[config.mk]
export PLATFORM = sky130hd
export DESIGN_NAME = mul_seq_16bit_flat
export DESIGN_NICKNAME = d
export VERILOG_FILES = /design/src/rtl/mul_seq_16bit_pkg.sv /design/src/rtl/mul_seq_16bit_if.sv /design/src/rtl/mul_seq_16bit_adder.sv /design/src/rtl/mul_seq_16bit.sv /design/src/flat_wrapper.sv
export SDC_FILE = /design/constraint.sdc
export NUM_CORES = 1
export LEC_CHECK = 0
export BUFFER_PORTS_ARGS = -buffer_cell sky130_fd_sc_hd__buf_2
export CORE_UTILIZATION = 45
export CTS_CLUSTER_SIZE = 30
export DETAILED_ROUTE_END_ITERATION = 7
export HOLD_SLACK_MARGIN = 0.05
export PLACE_DENSITY_LB_ADDON = 0.08
export SLEW_MARGIN = 30
export SYNTH_ARGS = -nofsm -noshare
export SYNTH_HDL_FRONTEND = slang
export SYNTH_SLANG_ARGS = --single-unit
export TNS_END_PERCENT = 30
[constraint.sdc]
create_clock -name clk -period 8.5 [get_ports clk]
set_clock_uncertainty 0.15 [all_clocks]
set_input_delay 0.85 -clock clk [delete_from_list [all_inputs] [get_ports clk]]
set_output_delay 0.85 -clock clk [all_outputs]
set_load 0.02 [all_outputs]
[src/rtl/mul_seq_16bit_pkg.sv]
// Shared types and constants for the sequential 16x16 shift-add multiplier.
// Latency: n/a (declarations only).
// Backpressure: n/a.
package mul_seq_16bit_pkg;

    localparam int unsigned OP_W      = 16;
    localparam int unsigned PROD_W    = 2 * OP_W;
    localparam int unsigned CNT_W     = 4;
    localparam int unsigned NUM_STEPS = 16;

    // Count value of the final shift-add step; the RUN state ends on it.
    localparam logic [CNT_W-1:0] LAST_STEP = CNT_W'(NUM_STEPS - 1);

    typedef enum logic [1:0] {
        IDLE = 2'd0,
        RUN  = 2'd1,
        DONE = 2'd2
    } state_e;

    // Carry out of an MSB-slice add with carry-in 0 to the adder, rebuilt
    // from the operand MSBs and the sum MSB: if the MSBs differ, the sum bit
    // is the inverse of the carry into that bit, which is also the carry out.
    function automatic logic add_carry_out(input logic a_msb,
                                           input logic b_msb,
                                           input logic s_msb);
        return (a_msb & b_msb) | ((a_msb ^ b_msb) & ~s_msb);
    endfunction

endpackage

[src/rtl/mul_seq_16bit_if.sv]
// Request/result bundle of the sequential multiplier.
// Latency: n/a (wires only).
// Backpressure: none; start is simply ignored while the multiplier is busy.
//   start, flush : requester -> multiplier controls
//   A, B         : requester -> multiplier unsigned operands
//   busy, done   : multiplier status (busy in RUN/DONE, done one-cycle pulse)
//   Product      : multiplier registered 32-bit result
interface mul_seq_16bit_if;
    import mul_seq_16bit_pkg::*;

    logic              start;
    logic              flush;
    logic [OP_W-1:0]   A;
    logic [OP_W-1:0]   B;
    logic              busy;
    logic              done;
    logic [PROD_W-1:0] Product;

    modport master (
        output start, flush, A, B,
        input  busy, done, Product
    );

    modport slave (
        input  start, flush, A, B,
        output busy, done, Product
    );

endinterface

[src/rtl/mul_seq_16bit_adder.sv]
// 16-bit ripple adder shared by the multiplier datapath.
// Latency: combinational.
// Backpressure: none.
//   a_i, b_i, cin_i : operands and carry-in
//   sum_o           : 16-bit sum
//   ovf_o           : signed overflow flag
module adder_16bit
    import mul_seq_16bit_pkg::*;
(
    input  logic [OP_W-1:0] a_i,
    input  logic [OP_W-1:0] b_i,
    input  logic            cin_i,
    output logic [OP_W-1:0] sum_o,
    output logic            ovf_o
);

    assign sum_o = a_i + b_i + {{(OP_W-1){1'b0}}, cin_i};
    assign ovf_o = (a_i[OP_W-1] == b_i[OP_W-1]) && (sum_o[OP_W-1] != a_i[OP_W-1]);

endmodule

[src/rtl/mul_seq_16bit.sv]
// Sequential unsigned 16x16->32 shift-add multiplier, one step per cycle.
// Latency: start accepted in cycle 0 -> done pulse and Product valid in cycle 17.
// Backpressure: none; start while busy is dropped, flush aborts without done.
//   clk   : clock, all state on rising edge
//   rst_n : synchronous active-low reset, beats flush and start
//   bus   : slave side of mul_seq_16bit_if (start/flush/A/B in, busy/done/Product out)
module mul_seq_16bit
    import mul_seq_16bit_pkg::*;
(
    input  logic             clk,
    input  logic             rst_n,
    mul_seq_16bit_if.slave   bus
);

    state_e             state_q,   state_d;
    logic [OP_W-1:0]    acc_q,     acc_d;
    logic [OP_W-1:0]    mq_q,      mq_d;
    logic [OP_W-1:0]    mcand_q,   mcand_d;
    logic [CNT_W-1:0]   count_q,   count_d;
    logic [PROD_W-1:0]  product_q, product_d;

    logic [OP_W-1:0]    add_sum;
    logic               add_ovf_unused;
    logic               add_carry;
    logic               step_c;
    logic [OP_W-1:0]    step_s;
    logic [OP_W-1:0]    step_acc;
    logic [OP_W-1:0]    step_mq;

    // The only arithmetic in the block: acc + mcand.
    adder_16bit u_adder (
        .a_i   (acc_q),
        .b_i   (mcand_q),
        .cin_i (1'b0),
        .sum_o (add_sum),
        .ovf_o (add_ovf_unused)
    );

    // One shift-add step: add mcand when the multiplier LSB is set, then shift
    // the 33-bit {carry, sum, mq} right by one into {acc, mq}.
    always_comb begin
        add_carry = add_carry_out(acc_q[OP_W-1], mcand_q[OP_W-1], add_sum[OP_W-1]);
        step_c    = mq_q[0] ? add_carry : 1'b0;
        step_s    = mq_q[0] ? add_sum   : acc_q;
        step_acc  = {step_c, step_s[OP_W-1:1]};
        step_mq   = {step_s[0], mq_q[OP_W-1:1]};
    end

    always_comb begin
        state_d   = state_q;
        acc_d     = acc_q;
        mq_d      = mq_q;
        mcand_d   = mcand_q;
        count_d   = count_q;
        product_d = product_q;

        case (state_q)
            IDLE: begin
                if (bus.start && !bus.flush) begin
                    mcand_d = bus.A;
                    mq_d    = bus.B;
                    acc_d   = '0;
                    count_d = '0;
                    state_d = RUN;
                end
            end
            RUN: begin
                if (bus.flush) begin
                    // Abort: datapath is left as-is, Product untouched.
                    state_d = IDLE;
                end else begin
                    acc_d = step_acc;
                    mq_d  = step_mq;
                    if (count_q == LAST_STEP) begin
                        product_d = {step_acc, step_mq};
                        state_d   = DONE;
                    end else begin
                        count_d = count_q + 1'b1;
                    end
                end
            end
            DONE: begin
                state_d = IDLE;
            end
            default: begin
                state_d = IDLE;
            end
        endcase
    end

    always_ff @(posedge clk) begin
        if (!rst_n) begin
            state_q   <= IDLE;
            acc_q     <= '0;
            mq_q      <= '0;
            mcand_q   <= '0;
            count_q   <= '0;
            product_q <= '0;
        end else begin
            state_q   <= state_d;
            acc_q     <= acc_d;
            mq_q      <= mq_d;
            mcand_q   <= mcand_d;
            count_q   <= count_d;
            product_q <= product_d;
        end
    end

    assign bus.busy    = (state_q != IDLE);
    assign bus.done    = (state_q == DONE);
    assign bus.Product = product_q;

endmodule
[src/flat_wrapper.sv]
// flat-port wrapper written by rule: the top's interface ports become plain ports
module mul_seq_16bit_flat import mul_seq_16bit_pkg::*;
  (clk, rst_n, bus_start, bus_flush, bus_A, bus_B, bus_busy, bus_done, bus_Product);
  mul_seq_16bit_if bus_i ();
  input  logic clk;
  input  logic rst_n;
  input wire logic [$bits(bus_i.start)-1:0] bus_start;
  input wire logic [$bits(bus_i.flush)-1:0] bus_flush;
  input wire logic [$bits(bus_i.A)-1:0] bus_A;
  input wire logic [$bits(bus_i.B)-1:0] bus_B;
  output wire logic [$bits(bus_i.busy)-1:0] bus_busy;
  output wire logic [$bits(bus_i.done)-1:0] bus_done;
  output wire logic [$bits(bus_i.Product)-1:0] bus_Product;
  assign bus_i.start = bus_start;
  assign bus_i.flush = bus_flush;
  assign bus_i.A = bus_A;
  assign bus_i.B = bus_B;
  assign bus_busy = bus_i.busy;
  assign bus_done = bus_i.done;
  assign bus_Product = bus_i.Product;
  mul_seq_16bit u_core (.clk(clk), .rst_n(rst_n), .bus(bus_i));
endmodule
-- Word-level counts from Yosys, hierarchy flattened
Cells that the tools add are included.
- memories kept: 0
- latch bits: 0
- memory bits (read-only): 0
- bits in writable memories: 0
- register bits after elaboration: 86
- input port bits: 36
- logic and storage cells: 47
- divide/modulo/power cells: 0
- bitwise logic cells: 6
- order comparisons: 0
- equal/unequal tests: 7
- muxes and demuxes: 16
- add/subtract/negate cells: 2
- multiply operators: 0
- shifts and indexed selects: 0
- reductions and logical operators: 10
- operator list (cell ; count):
    16-bit 2-to-1 mux ; 5
    16-bit case mux with 2 select lines ; 2
    16-bit adder ; 1
    4-bit 2-to-1 mux ; 3
    4-bit case mux with 2 select lines ; 1
    2-bit 2-to-1 mux ; 3
    3-bit AND reduction ; 2
    4-bit by 1-bit adder with 4-bit output, second input constant ; 1
    4-bit == test, second input constant ; 1
    2-bit != test, second input constant ; 2
    2-bit case mux with 2 select lines ; 1
    2-bit AND reduction ; 2
    4-bit AND reduction ; 1
    2-bit nonzero test ; 2
    3-bit by 2-bit != test with 1-bit output, second input constant ; 1
    1-bit AND ; 2
    2-bit by 1-bit == test with 1-bit output, second input constant ; 1
    2-bit == test, second input constant ; 1
    2-bit logical NOT ; 1
    2-bit by 1-bit != test with 1-bit output, second input constant ; 1
    1-bit NOT ; 2
    1-bit logical AND ; 1
    1-bit logical NOT ; 1
    1-bit 2-to-1 mux ; 1
    other kinds (2) ; 2

-- Longest topological paths before layout
- word-level depth: 7
- depth in mapped cells: 11
- gate-level depth less buffers: 11

-- Cells and area by module
Synthesis repeated with hierarchy kept, for this count alone.
- cells, all modules: 487
- area, all modules: 4434.3 um2
- modules (own cells, without submodules) (module ; sequential area each (um2) ; times used ; cells an instance ; area an instance (um2)):
    mul_seq_16bit ; 1721.7 ; 1 ; 397 ; 3717.3
    adder_16bit ; 0.0 ; 1 ; 90 ; 716.9

-- Worst setup path after synthesis
No wires, ideal clock.
- path kind: reg2reg
- from: register u_core.mcand_q[8]
- to: register u_core.acc_q[14]
- stages on the path, launching flop included: 12
- library setup time: 0.128 ns
- required time: 8.222 ns
- setup slack: 5.651 ns
- data arrival time: 2.572 ns
- cell sequence: dfxtp_1 -> ha_1 -> a21oi_1 -> o21ai_1 -> a2111oi_0 -> o21ai_1 -> a31oi_1 -> o21bai_1 -> fa_1 -> mux2_2 -> a22oi_1 -> nor2_1
- longest elaborated chain between the ends: 4
- RTL lines (item ; line ; RTL):
    start: declaration ; mul_seq_16bit.sv:18 ; logic [OP_W-1:0] mcand_q, mcand_d;
    start signal: assignment ; mul_seq_16bit.sv:103 ; mcand_q <= mcand_d;
    16-bit adder ; mul_seq_16bit_adder.sv:17 ; assign sum_o = a_i + b_i + {{(OP_W-1){1'b0}}, cin_i};
    16-bit 2-to-1 mux ; mul_seq_16bit.sv:44 ; step_s = mq_q[0] ? add_sum : acc_q;
    16-bit 2-to-1 mux ; mul_seq_16bit.sv:68 ; if (bus.flush) begin
    16-bit case mux with 2 select lines ; mul_seq_16bit.sv:57 ; case (state_q)
    end signal: assignment ; mul_seq_16bit.sv:94 ; acc_q <= '0;
    end signal: assignment ; mul_seq_16bit.sv:101 ; acc_q <= acc_d;
    end: declaration ; mul_seq_16bit.sv:16 ; logic [OP_W-1:0] acc_q, acc_d;
Every way passes these cells. The select of a mux whose other input is x is not followed.
A chain may end at the register's enable or synchronous reset.

-- Worst setup path after layout
Same ends and word-level chain as after synthesis.

==> impl_results.md <==
* Setup bufs post-CTS at 0
* Vias at 3,312
* Compound-Gate Fraction of Synth Area at 20.5%
* Max Transition Viols Final at 0
* Post-Syn Area at 3950 sq um
* Post_cts resized at 0
* Initial antenna violation count at 0
* Ys async rst share at 0%
* Synth Area in Simple Gates at 17.2%
* Hold slack at 305 ps
* HP Class: flop to flop
* Initial core utilization at 47.3%
* Syn. warnings at 0
* Die Wd at 95.6 um
* Startpoint Class: flop
* Max FO, Critical Path at 6
* Final worst-path cycle share at 35.8%
* Clock power frac at 37.8%
* Hold Vio Cnt, Final at 0
* Max cap viols at 0
* Post-Place Cells at 618
* Layout Cells excl Fill at 634
* Required @ worst endpoint at 8570 ps
* Critical Setup Path Class: flop to flop
* Leakage power at 0.00196 uW
* Power per cell area at 171 nW/um^2
* Slowest stage delay, CP at 420 ps
* Worst path most repeated cell: o21ai_1
* Remaining global-route overflow at 0
* Fraction of layout cells with a size suffix above 1 at 18.9%
* Core area at 8340 sq um
* Switching Share at 25.4%
* Rows at 33
* P&R area growth vs syn at 16.3%
* Status: finished, final reports clean
* Largest family of logic cells by synthesized area: compound AO/OA/AOI/OAI gates
* CTS buffer count at 9
* CP delay by family, top: compound AO/OA/AOI/OAI gates
* Post-synth EDFFs at 0
* Synth cell types at 50
* Inserted Diodes at 0
* Fmax achieved at 328 MHz
* Logic gate share of total power at 8.5%
* Sink Count at 86
* Largest net degree at the start of global routing at 66
* Global-route wire length before repair at 15,100 um
* Ys flop type: dfxtp_1
* Register area share after synthesis at 43.6%
* Reg power frac at 53.6%
* CTS Root Cell: clkbuf_8
* Arr. time, crit path at 3120 ps
* Dpl hpwl at 6250 um
* Worst skew pair latency at 350 ps
* Mean Syn Cell Area at 8.48 sq um
* Remaining DRCs at 0
* Peak supply drop at 0.0000712 V
* Detailed Routing Iterations Pass 1 at 4
* Crit path capture type: flop
* Ports at 70
* Adder-Cell Fraction of Synth Area at 6.09%
* Gp weighted congestion at 0.848
* Synth area leaders: dfxtp_1 44%, nand2_1 9.0%, a21oi_1 6.9%
* Die Area at 9150 sq um
* Final #Nets at 578
* Buf/Inv on CP at 0
* Max_slew headroom at 36.9%
* CTS tree: built
* Post-DRT Antenna Nets at 0
* DRT iter0 DRCs at 156
* Worst path slowest cell: fa_1
* Aggregate global-route resource usage at 21.5%
* # setup viols final at 0
* Area leader, netlist: dfxtp_1
* H-tree depth at 3
* Number of port buffers at 69
* Number of global-route vias before repair at 3,092
* Critical path cell sequence: ha_1 -> a21oi_1 -> o21ai_1 -> a2111oi_0 -> o21ai_1 -> a31oi_1 -> o21bai_1 -> fa_1 -> mux2_2 -> a22oi_1 -> nor2_1
* Net switching power at 199 uW
* DR vias/cell at 5.22
* #FFs+latches synth at 86
* Unrepaired setup endpoints after global routing: no
* Yosys top cell area share at 43.6%
* CTS clock-pin slew for the worst setup and hold paths at 90 ps
* Mux cell area share after synthesis at 6.37%
* Min cycle time layout at 3050 ps
* Routed wire length at 9060 um
* TNS Setup at 0 ps
* CTS Buffer Depth at 2
* Chip height at 95.6 um
* DR WL/cell at 14.3 um
* Worst-Margin Slew at 944 ps
* Syn nets at 519
* Hold buffers post-CTS at 0
* P_int at 584 uW
* Gate Count Post-Synth at 465
* Post-synthesis xor/xnor area fraction at 3.11%
## state kept, by name (all words and copies together), names as in the netlist
register            flops
u_core.acc_q           16
u_core.bus.Product     32
u_core.count_q          4
u_core.mcand_q         16
u_core.mq_q            16
u_core.state_q          2
## worst register-to-register path: stages, from the launching register on
cell	delay (ps)
dfxtp_1	330
ha_1	400
a21oi_1	200
o21ai_1	120
a2111oi_0	360
o21ai_1	170
a31oi_1	190
o21bai_1	100
fa_1	420
mux2_2	280
a22oi_1	160
nor2_1	50
## synthesized netlist by cell type, drive strengths merged, types with 2 or more instances
| master | count |
|---|---|
| a21o | 3 |
| inv | 5 |
| or3 | 3 |
| and2 | 2 |
| a2111oi | 2 |
| nand3 | 4 |
| xor2 | 8 |
| dfxtp | 86 |
| a21oi | 54 |
| nand4 | 2 |
| o21ai | 24 |
| o21a | 2 |
| nor3 | 2 |
| a22oi | 2 |
| clkbuf | 17 |
| nand2b | 2 |
| mux2i | 24 |
| nor2 | 39 |
| a31oi | 4 |
| fa | 2 |
| a311oi | 2 |
| xnor2 | 6 |
| a211oi | 24 |
| o2bb2ai | 2 |
| and3 | 4 |
| buf | 9 |
| o31ai | 3 |
| nand2 | 95 |
| ha | 16 |
## routing by layer
layer | wire length, um | share of wire, % | global-route usage, %
met1 | 4840 | 53 | 31.2
met4 | 125 | 1.4 | 8.71
met2 | 3800 | 42 | 31.5
met3 | 287 | 3.2 | 3.59
met5 | 0 | 0 | 0
## cells by family after synthesis
| group | after synthesis |
|---|---|
| AOI/OAI and AO/OA | 130 |
| xor gates and xnor gates | 14 |
| adders and majority gates | 18 |
| buffers and inverters | 31 |
| DFF | 86 |
| muxes | 25 |
| and+or+nand+nor | 161 |
## final timing paths
| path | startpoint | end | slack [ps] | cells past startpoint |
|---|---|---|---|---|
| setup / recovery | u_core.mcand_q[8] | u_core.acc_q[14] | 5450 | 11 |
| hold / removal | u_core.bus.Product[1] | u_core.bus.Product[1] | 310 | 2 |
| setup reg to reg | u_core.mcand_q[8] | u_core.acc_q[14] | 5450 | 11 |
| hold reg to reg | u_core.bus.Product[1] | u_core.bus.Product[1] | 310 | 2 |
## cell type report
cell class	instances	area, sq um
clock buffer	10	138
clock inverter	6	68.8
sequential	86	1720
tap	105	131
timing repair buffer	74	383
multi-input combinational	348	2130
inverter	5	18.8
fill	838	3750
## placed cells by master (no fill, tap or decap), types with 2 or more instances in the layout
cell type  count
xor2_1         8
clkbuf_8      10
and3_1         3
a2111oi_0      2
a21o_1         3
o2bb2ai_1      2
a22oi_1        2
and2_1         2
o21a_1         2
a31oi_1        3
mux2i_1       24
nand4_1        2
buf_4          5
dfxtp_1       86
o21ai_0       19
o31ai_1        3
nand2_1       95
fa_1           2
clkinv_4       2
ha_1          16
nor2_1        38
nand3_1        4
buf_2         69
o21ai_1        5
or3_1          3
a21oi_1       54
a211oi_1      24
inv_1          4
xnor2_1        6
a311oi_1       2
## per-stage QoR
step | power (uW) | area [sq um] | worst slack [ps] | utilization, %
2_1_floorplan | 473 | 3950 | 5650 | -
3_3_place_gp | 495 | 4370 | 5460 | 52.4
3_5_place_dp | 496 | 4370 | 5440 | 52.4
4_1_cts | 792 | 4580 | 5430 | 54.9
5_1_grt | 818 | 4590 | 5100 | 55.0
6_report | 783 | 4590 | 5450 | 55.0
## power groups by stage
stage	sequential (uW)	clock, uW	combinational, uW
after floorplan	428	0	45.9
after global placement	429	0	65.8
after detailed placement	429	0	66.4
after CTS	420	305	66.8
after global routing	421	320	75.9
final	420	296	66.8
(Power assumes the default switching activity.)
